File: src/rtl/mux_rr_arbiter.sv
// Round-robin arbiter for a 32-bit 4:1 mux. It drives the select pair SEL1/SEL2 and a one-hot grant.
// An owner gives up the mux by handshake, or by timeout after MAX_HOLD cycles when another source is waiting.
module mux_rr_arbiter #(
    parameter int unsigned MAX_HOLD = 16,
    parameter int unsigned CNT_W    = 5
) (
    input  logic       clk,
    input  logic       rst,
    input  logic [3:0] REQ,
    input  logic [3:0] REL,
    output logic [3:0] GNT,
    output logic       SEL1,
    output logic       SEL2,
    output logic       BUSY,
    output logic       PREEMPT
);

    localparam logic [0:0]       S_IDLE   = 1'b0;
    localparam logic [0:0]       S_GRANT  = 1'b1;
    localparam logic [CNT_W-1:0] CNT_LAST = CNT_W'(MAX_HOLD - 1);

    logic [0:0]       r_state;
    logic [1:0]       r_owner;
    logic [CNT_W-1:0] r_cnt;
    logic [3:0]       r_gnt;
    logic [1:0]       r_sel;
    logic             r_busy;
    logic             r_pre;

    logic [0:0]       w_state_nxt;
    logic [1:0]       w_owner_nxt;
    logic [CNT_W-1:0] w_cnt_nxt;
    logic [3:0]       w_gnt_nxt;
    logic [1:0]       w_sel_nxt;
    logic             w_busy_nxt;
    logic             w_pre_nxt;

    logic             w_release;
    logic [3:0]       w_others;
    logic [2:0]       w_pick_all;
    logic [2:0]       w_pick_oth;
    logic             w_do_grant;
    logic [1:0]       w_grant_idx;

    // Returns {found, index} of the first set bit scanning upward from start, with wrap-around.
    function automatic logic [2:0] rr_pick(input logic [3:0] req, input logic [1:0] start);
        logic [2:0] res;
        logic [1:0] idx;
        res = 3'b000;
        for (int k = 3; k >= 0; k--) begin
            idx = start + 2'(k);
            if (req[idx]) begin
                res = {1'b1, idx};
            end
        end
        return res;
    endfunction

    // r_owner also acts as the last-owner pointer, so scanning from r_owner+1 serves both states.
    assign w_release  = REL[r_owner] | ~REQ[r_owner];
    assign w_others   = REQ & ~(4'b0001 << r_owner);
    assign w_pick_all = rr_pick(REQ, r_owner + 2'd1);
    assign w_pick_oth = rr_pick(w_others, r_owner + 2'd1);

    always_comb begin
        w_state_nxt = r_state;
        w_owner_nxt = r_owner;
        w_cnt_nxt   = r_cnt;
        w_gnt_nxt   = r_gnt;
        w_sel_nxt   = r_sel;
        w_busy_nxt  = r_busy;
        w_pre_nxt   = 1'b0;
        w_do_grant  = 1'b0;
        w_grant_idx = r_owner;

        case (r_state)
            S_IDLE: begin
                if (w_pick_all[2]) begin
                    w_do_grant  = 1'b1;
                    w_grant_idx = w_pick_all[1:0];
                end
            end
            S_GRANT: begin
                if (w_release) begin
                    if (w_pick_all[2]) begin
                        w_do_grant  = 1'b1;
                        w_grant_idx = w_pick_all[1:0];
                    end else begin
                        w_state_nxt = S_IDLE;
                        w_gnt_nxt   = 4'b0000;
                        w_busy_nxt  = 1'b0;
                        w_cnt_nxt   = '0;
                    end
                end else if (r_cnt == CNT_LAST) begin
                    if (w_pick_oth[2]) begin
                        w_do_grant  = 1'b1;
                        w_grant_idx = w_pick_oth[1:0];
                        w_pre_nxt   = 1'b1;
                    end else begin
                        w_cnt_nxt = '0;
                    end
                end else begin
                    w_cnt_nxt = r_cnt + CNT_W'(1);
                end
            end
            default: begin
                w_state_nxt = S_IDLE;
            end
        endcase

        if (w_do_grant) begin
            w_state_nxt = S_GRANT;
            w_owner_nxt = w_grant_idx;
            w_cnt_nxt   = '0;
            w_gnt_nxt   = 4'b0001 << w_grant_idx;
            w_sel_nxt   = w_grant_idx;
            w_busy_nxt  = 1'b1;
        end
    end

    // Owner resets to 3 so that source 0 has first priority after reset.
    always_ff @(posedge clk or posedge rst) begin
        if (rst) begin
            r_state <= S_IDLE;
            r_owner <= 2'd3;
            r_cnt   <= '0;
            r_gnt   <= 4'b0000;
            r_sel   <= 2'b00;
            r_busy  <= 1'b0;
            r_pre   <= 1'b0;
        end else begin
            r_state <= w_state_nxt;
            r_owner <= w_owner_nxt;
            r_cnt   <= w_cnt_nxt;
            r_gnt   <= w_gnt_nxt;
            r_sel   <= w_sel_nxt;
            r_busy  <= w_busy_nxt;
            r_pre   <= w_pre_nxt;
        end
    end

    assign GNT     = r_gnt;
    assign SEL1    = r_sel[1];
    assign SEL2    = r_sel[0];
    assign BUSY    = r_busy;
    assign PREEMPT = r_pre;

endmodule

File: config.mk
export PLATFORM = sky130hd
export DESIGN_NAME = mux_rr_arbiter
export DESIGN_NICKNAME = d
export VERILOG_FILES = /design/src/rtl/mux_rr_arbiter.sv
export SDC_FILE = /design/constraint.sdc
export NUM_CORES = 1
export LEC_CHECK = 0
export CORE_MARGIN = 2
export CORE_UTILIZATION = 56
export CTS_CLUSTER_SIZE = 20
export DETAILED_ROUTE_END_ITERATION = 8
export HOLD_SLACK_MARGIN = 0.02
export PLACE_DENSITY = 0.83
export SLEW_MARGIN = 40
export SYNTH_ARGS = -nofsm -noshare
export SYNTH_HDL_FRONTEND = slang
export SYNTH_SLANG_ARGS = --single-unit
File: constraint.sdc
create_clock -name clk -period 4.2 [get_ports clk]
set_clock_uncertainty 0.05 [all_clocks]
set_input_delay 1.26 -clock clk [delete_from_list [all_inputs] [get_ports clk]]
set_output_delay 1.26 -clock clk [all_outputs]
set_load 0.01 [all_outputs]
Yosys cells after proc, flatten, opt, wreduce, memory -nomap -nowiden
Cells that the tools add are included.

storage, ports and cells
  register bits = 16
  latch bits = 0
  RAM bits = 0
  ROM bits = 0
  input bits = 10
  word-level logic and storage cells = 89
  memories = 0

operators by class
  add/sub/neg operators = 5
  multiply operators = 0
  div/mod/pow operators = 0
  magnitude comparators = 5
  equality and inequality tests = 4
  shifts and indexed selects = 2
  multiplexer cells = 57
  bitwise logic cells = 5
  reduce and logical (&&, ||, !) cells = 4

operator list
  cell                 number
  $mux 5               6
  $mux 3               8
  $mux 1               23
  $bmux 1 s2           10
  $mux 4               4
  $lt 2x3->1 const B   5
  $mux 2               4
  $shl 1x2->4 const A  2
  $reduce_and 3->1     2
  $add 5x1->5 const B  1
  $eq 5x4->1 const B   1
  $add 2x1->2 const B  2
  $add 2x2->2 const B  2
  $and 4x4->4          1
  $ne 4x4->1 const B   1
  $not 4->4            1
  $pmux 2 s2           1
  $reduce_bool 2->1    2
  $ne 3x2->1 const B   1
  $ne 2x1->1 const B   1
  $not 1->1            2
  $pmux 1 s2           1
  $or 1x1->1           1

Logic depth before layout (Yosys ltp)
Gate-level depths: netlist of the first run.

  word-level depth = 15
  gate-level depth with buffers = 11

Worst setup path after synthesis of the first run
No wires, ideal clock.

  path type = input to register
  start = input REQ[0]
  end = register r_sel[1]
  data arrival time = 2.623 ns
  setup slack = 1.402 ns
  cell stages on the path = 8
  cells stage by stage = buf_6 -> or3b_1 -> a21oi_2 -> o21ai_2 -> nand2b_4 -> inv_1 -> a21oi_1 -> mux2_2

between the ends
  longest elaborated chain between the ends = 11
  elaborated cells between the ends (all ways) = 39
  classes of those cells = mux (36); bitwise (3)

RTL lines
  item                                             line  text
  start, declared                                  9     input logic [3:0] REQ,
  $and 4x4->4                                      61    assign w_others = REQ & ~(4'b0001 << r_owner);
  $bmux 1 s2                                       52    if (req[idx]) begin
  $mux 1 (implied by the code)                     52
  $mux 3 (4 in series)                             52
  $mux 2 / $mux 1 (equally long branches)          95    if (w_pick_oth[2]) begin
  $mux 2 / $mux 1 (equally long branches)          94    end else if (r_cnt == CNT_LAST) begin
  $mux 2 / $mux 1 (equally long branches)          84    if (w_release) begin
  $pmux 2 s2 / $pmux 1 s2 (equally long branches)  76    case (r_state)
  end signal, assigned                             136   r_sel <= w_sel_nxt;
  end, declared                                    26    logic [1:0] r_sel;

Several ways; a longest one is shown, not always the timed one. The select of a mux whose other input is x is not followed.
A chain may end at the register's enable or synchronous reset.

Worst setup path after layout of the first run
Ends and elaborated chain as after synthesis.

==> qor.txt, run 1 <==
Outcome = complete, no violations
Setup Buffers After CTS = 0
Fin worst setup slack = 0.796 ns
GP Congestion = 0.839
Crit path max fanout = 11
Global-route wire length before repair = 4220 um
Die width = 48.4 um
Cell Pwr Density = 615 nW/um^2
Worst-margin pin slew = 0.564 ns
Clk root buf = clkbuf_4
Wire per inst = 15.1 um
Ranking of synthesized cells by area = dfrtp_1 (32%), ha_1 (5.7%), dfstp_2 (4.8%)
Worst skew pair latency = 0.29 ns
Die area = 2340 sq um
Async S/R FF share, synth = 100%
Post-synth top area share = 31.7%
Warnings from Yosys = 0
Row count = 16
Hold buffer count at CTS = 0
Nets = 148
Htree depth = 1
DRC Markers = 0
Post-Route Setup TNS = 0 ns
Clock slew at reported path FFs = 0.09 ns
Post-synth EDFFs = 0
Routed vias = 951
Post-synthesis cell count = 118
CTS Buf Count = 3
Worst-path cell chain = clkdlybuf4s50_1, nand2b_1, a2111oi_0, or4_1, a211oi_1, a221oi_2, inv_2, mux2_2
Fraction of final layout cells sized beyond drive strength 1 = 12.1%
Max cap viols = 0
Hold_sp = r_sel[0]$_DFFE_PP0N_
Post-synth top area cell = dfrtp_1
Crit start category = input pin
Hold depth = 1
Post-CTS sizing = 0
Final Hold Slack = 0.457 ns
Commonest non-fill, non-tap cell in the layout = clkdlybuf4s50_1
P_leak = 0.566 nW
Worst r2r src = r_owner[0]$_DFFE_PP1N_
Post-Synthesis Cell Area = 1100 sq um
CP Launch Point = REQ[0]
Period utilisation layout = 81.0%
Distinct cells, synth = 46
Hold Violations, Final = 0
Mapped Avg Cell Area = 9.36 sq um
FMAX = 294 MHz
Number of DRC markers in iteration 0 = 31
CP max stage delay = 0.68 ns
IO Count = 18
# port buffers = 17
Setup repair after global routing missed its margin = false
Initial antenna violation count = 0
Number of synthesized register bits = 16
HPWL Detailed = 1740 um
Max-slew violations = 0
Antenna Diode Count = 0
Maximum root-to-sink buffer count = 2
CTS sink cnt = 16
DP Worst Slack = 0.547 ns
Slew margin rel. = 62.0%
Core Area = 1900 sq um
CP Capture Type = flip-flop
Crit path required time = 4.33 ns
Slowest-stage cell, CP = clkdlybuf4s50_1
Final antenna-violating net count = 0
Via density = 5.98
Final WL = 2400 um
Drt pass-1 iters = 8
Die Y = 48.4 um
Hold crit path type = reg2reg
Vias in the first global route = 946
CTS tree = done
Syn_nets = 133
Register area share after synthesis = 36.5%
Largest net degree at the start of global routing = 23
Maximum vdd drop = 432 uV
Total global routing overflow = 0
Main synth FF type = dfrtp_1
Total track usage = 22.5%
Area grow syn2layout = 17.4%
Final Util = 68.2%
CP Class = in2reg
Most frequent cells in the layout = clkdlybuf4s50_1 (17), dfrtp_1 (14), inv_1 (9), a21oi_1 (8), nand2_1 (7)
Critical Path AT = 3.53 ns
Register-to-Register Path Depth = 9
Fin crit period = 3.40 ns
Final setup viols = 0
Initial Util = 58.1%
==> metrics by stage <==
| stage | total power [mW] | instances | cell area [sq um] |
|---|---|---|---|
| 6_report | 0.798 | 159 | 1300 |
| 5_1_grt | 0.853 | 159 | 1300 |
| 4_1_cts | 0.798 | 159 | 1300 |
| 3_5_place_dp | 0.689 | 155 | 1260 |
| 3_3_place_gp | 0.680 | 155 | 1260 |
| 2_1_floorplan | 0.579 | 118 | 1100 |
==> per-layer routing <==
metal  vias to the layer above  wire length, um  track usage, %
li1                        463                -               -
met1                       463             1060            27.5
met2                        21             1210            40.3
met3                         4               95            3.40
met4                         0               31            8.57
met5                         -                0               0
==> Yosys cell counts (all sizes together) (2+ instances only) <==
cell type  instances
dfstp              2
ha                 5
a221oi             2
and3               3
a211oi             2
buf                7
xnor2              2
inv               10
nand3              3
dfrtp             14
a21o               2
nor2               5
o21ai              9
nand3b             2
or3b               2
a21oi             10
nand2              7
nand2b             7
a22o               4
mux2               2
==> cells by family (layout without fill, tap and decap cells) <==
logic type,after synthesis,count (layout),synth area share [%]
AOI/OAI and AO/OA,38,38,24.7
and+or+nand+nor,37,37,19.8
buffers and inverters,17,31,7.70
DFF,16,16,36.5
adders and majority gates,5,5,5.66
muxes,3,3,4.08
xor gates and xnor gates,2,2,1.59
==> power breakdown <==
group          internal [mW]  switching, mW  total (mW)
logic                  0.209          0.225       0.434
registers              0.206         0.0578       0.264
clock network         0.0528         0.0482       0.101
==> layout make-up <==
type | instances | area [sq um]
Clock buffer | 4 | 36.3
Fill cell | 140 | 604
Multi-Input combinational cell | 85 | 617
Inverter | 10 | 37.5
Tap cell | 27 | 33.8
Timing Repair Buffer | 17 | 170
Sequential cell | 16 | 403
==> worst paths after layout <==
check	to	slack, ns
max in group asynchronous	r_owner[0]$_DFFE_PP1N_	2.46
setup reg to reg	r_sel[1]$_DFFE_PP0N_	1.15
hold / removal	r_sel[0]$_DFFE_PP0N_	0.46
hold reg to reg	r_sel[0]$_DFFE_PP0N_	0.46
setup / recovery	r_sel[1]$_DFFE_PP0N_	0.80
min in group asynchronous	r_cnt[4]$_DFFE_PP0P_	1.26
==> critical path: cells and delay by family <==
family	cells	cell delay (ns)
AO/OA/AOI/OAI	3	0.87
buffers and inverters	2	0.78
multiplexers	1	0.27
AND/OR/NAND/NOR	2	0.35
==> flip-flops by register name, summed over array words and instances, names as in the netlist <==
signal / flops
r_cnt: 5
GNT: 4
r_owner: 2
r_sel: 2
BUSY: 1
PREEMPT: 1
r_state: 1
Note: power is estimated with default switching activity, not from simulation.
==> inputs of run 2 (changes only) <==
- CORE_UTILIZATION: 56 -> 52
- PLACE_DENSITY: 0.83 -> 0.78
- clock period: 4.2 -> 3.4 ns (I/O delays scaled with it)
==> qor.txt, run 2 (synthesized netlist as in run 1, its figures left out) <==
Most frequent cells in the layout = clkdlybuf4s50_1 (17), dfrtp_1 (14), inv_1 (9), a21oi_1 (8), nand2_1 (7)
Vias in the first global route = 967 (+2.2%)
Max cap viols = 0 (unchanged)
Critical path's top delay family = buffers and inverters
DP Worst Slack = 0.108 ns (-0.439 ns)
Worst skew pair latency = 0.28 ns (about the same)
Total track usage = 23.0% (+0.43 points)
Max-slew violations = 0 (unchanged)
Maximum root-to-sink buffer count = 2 (unchanged)
CTS sink cnt = 16 (unchanged)
FMAX = 333 MHz
Largest net degree at the start of global routing = 23 (unchanged)
Top Layer Used = met4
Slowest-stage cell, CP = clkdlybuf4s50_1
Number of DRC markers in iteration 0 = 19 (-39%)
Via density = 5.96 (-0.40%)
Metal-1 WL = 1100 um (+3.6%)
Fin crit period = 3.01 ns
IO Count = 18 (unchanged)
Hold crit path type = reg2reg
CTS tree = done
Global-route wire length before repair = 4440 um (+5.1%)
Final WL = 2480 um (+3.4%)
CP Launch Point = REQ[3]
HPWL Detailed = 1870 um (+7.6%)
Max FFs per register = 5 (unchanged)
Post-CTS sizing = 0 (unchanged)
Worst-path cell chain = clkdlybuf4s50_1, nor2b_1, nand4b_1, and3_1, a211oi_1, a221oi_2, inv_2, mux2_2
Overall power = 0.999 mW (+25%)
Die width = 50.1 um (+3.5%)
Clock slew at reported path FFs = 0.09 ns (about the same)
# port buffers = 17 (unchanged)
Crit start category = input pin
Die Y = 50.1 um (+3.5%)
Wire per inst = 15.1 um (+0.27%)
CP max stage delay = 0.72 ns (+0.04 ns)
Setup Buffers After CTS = 0 (unchanged)
Cell Pwr Density = 748 nW/um^2 (+22%)
Final setup viols = 0 (unchanged)
Fin worst setup slack = 0.394 ns (-0.403 ns)
CP Buf/Inv Count = 2 (unchanged)
Met3 Wirelength = 150 um (+58%)
Commonest non-fill, non-tap cell in the layout = clkdlybuf4s50_1
Final antenna-violating net count = 0 (unchanged)
Routed vias = 977 (+2.7%)
Htree depth = 1 (unchanged)
Initial antenna violation count = 0 (unchanged)
Setup repair after global routing missed its margin = false
Area grow syn2layout = 20.8%
DRC Markers = 0 (unchanged)
Critical Path AT = 3.13 ns (-0.40 ns)
Hold buffer count at CTS = 0 (unchanged)
Core Area = 1980 sq um (+4.2%)
Post-Route Setup TNS = 0 ns (unchanged)
Row count = 16 (unchanged)
Hold_sp = r_sel[0]$_DFFE_PP0N_
Fraction of final layout cells sized beyond drive strength 1 = 15.3% (+3.2 points)
CP Capture Type = flip-flop
Slew margin rel. = 61.3% (-0.72 points)
Met2 routed WL = 1210 um (+0.58%)
Worst-margin pin slew = 0.575 ns (+0.0107 ns)
Maximum vdd drop = 480 uV (+11%)
Crit path max fanout = 13 (+2)
Die area = 2510 sq um (+7.1%)
Nets = 153 (+3.4%)
Total global routing overflow = 0 (unchanged)
CTS Buf Count = 3 (unchanged)
Crit path required time = 3.53 ns (-0.80 ns)
Hold Violations, Final = 0 (unchanged)
Period utilisation layout = 88.4%
Clk root buf = clkbuf_4
GP Congestion = 0.965 (+15%)
Outcome = complete, no violations
Worst r2r src = r_owner[0]$_DFFE_PP1N_
P_leak = 0.589 nW (+4.1%)
Antenna Diode Count = 0 (unchanged)
Initial Util = 55.7% (-2.3 points)
CP Class = in2reg
Drt pass-1 iters = 4 (-4)
Biggest register = r_cnt
[run 2: per-layer routing]
layer  vias up  track usage, %
met4         0            5.56
li1        469               -
met2        36            38.2
met5         -               0
met1       470            30.9
met3         2            3.94
[run 2: final cells by class]
class,instances,area [sq um]
Inverter,10,37.5
Multi-Input combinational cell,85,617
Fill cell,161,647
Sequential cell,16,403
Timing Repair Buffer,22,208
Clock buffer,4,36.3
Tap cell,27,33.8
[run 2: worst paths after layout]
check	slack (ns)	end	depth (start not counted)
max in group asynchronous	1.89	r_owner[0]$_DFFE_PP1N_	2
max	0.39	r_sel[1]$_DFFE_PP0N_	8
min	0.44	r_sel[0]$_DFFE_PP0N_	1
min reg2reg	0.44	r_sel[0]$_DFFE_PP0N_	1
min in group asynchronous	1.04	r_cnt[4]$_DFFE_PP0P_	2
max reg2reg	0.51	r_sel[1]$_DFFE_PP0N_	9
[run 2: power breakdown]
group          internal [mW]  leakage, nW  switching, mW
combinational          0.271        0.370          0.281
clock                 0.0651       0.0210         0.0582
sequential             0.254        0.198         0.0691
[run 2: per-stage QoR]
stage / cells / cell area (sq um) / hold WS, ns / util, %
after global routing: 164 / 1340 / 0.455 / 67.4
after floorplan: 118 / 1100 / 0.419 / -
after detailed placement: 160 / 1300 / 0.416 / 65.5
final: 164 / 1340 / 0.438 / 67.4
after CTS: 164 / 1340 / 0.444 / 67.4
after global placement: 160 / 1300 / 0.418 / 65.5
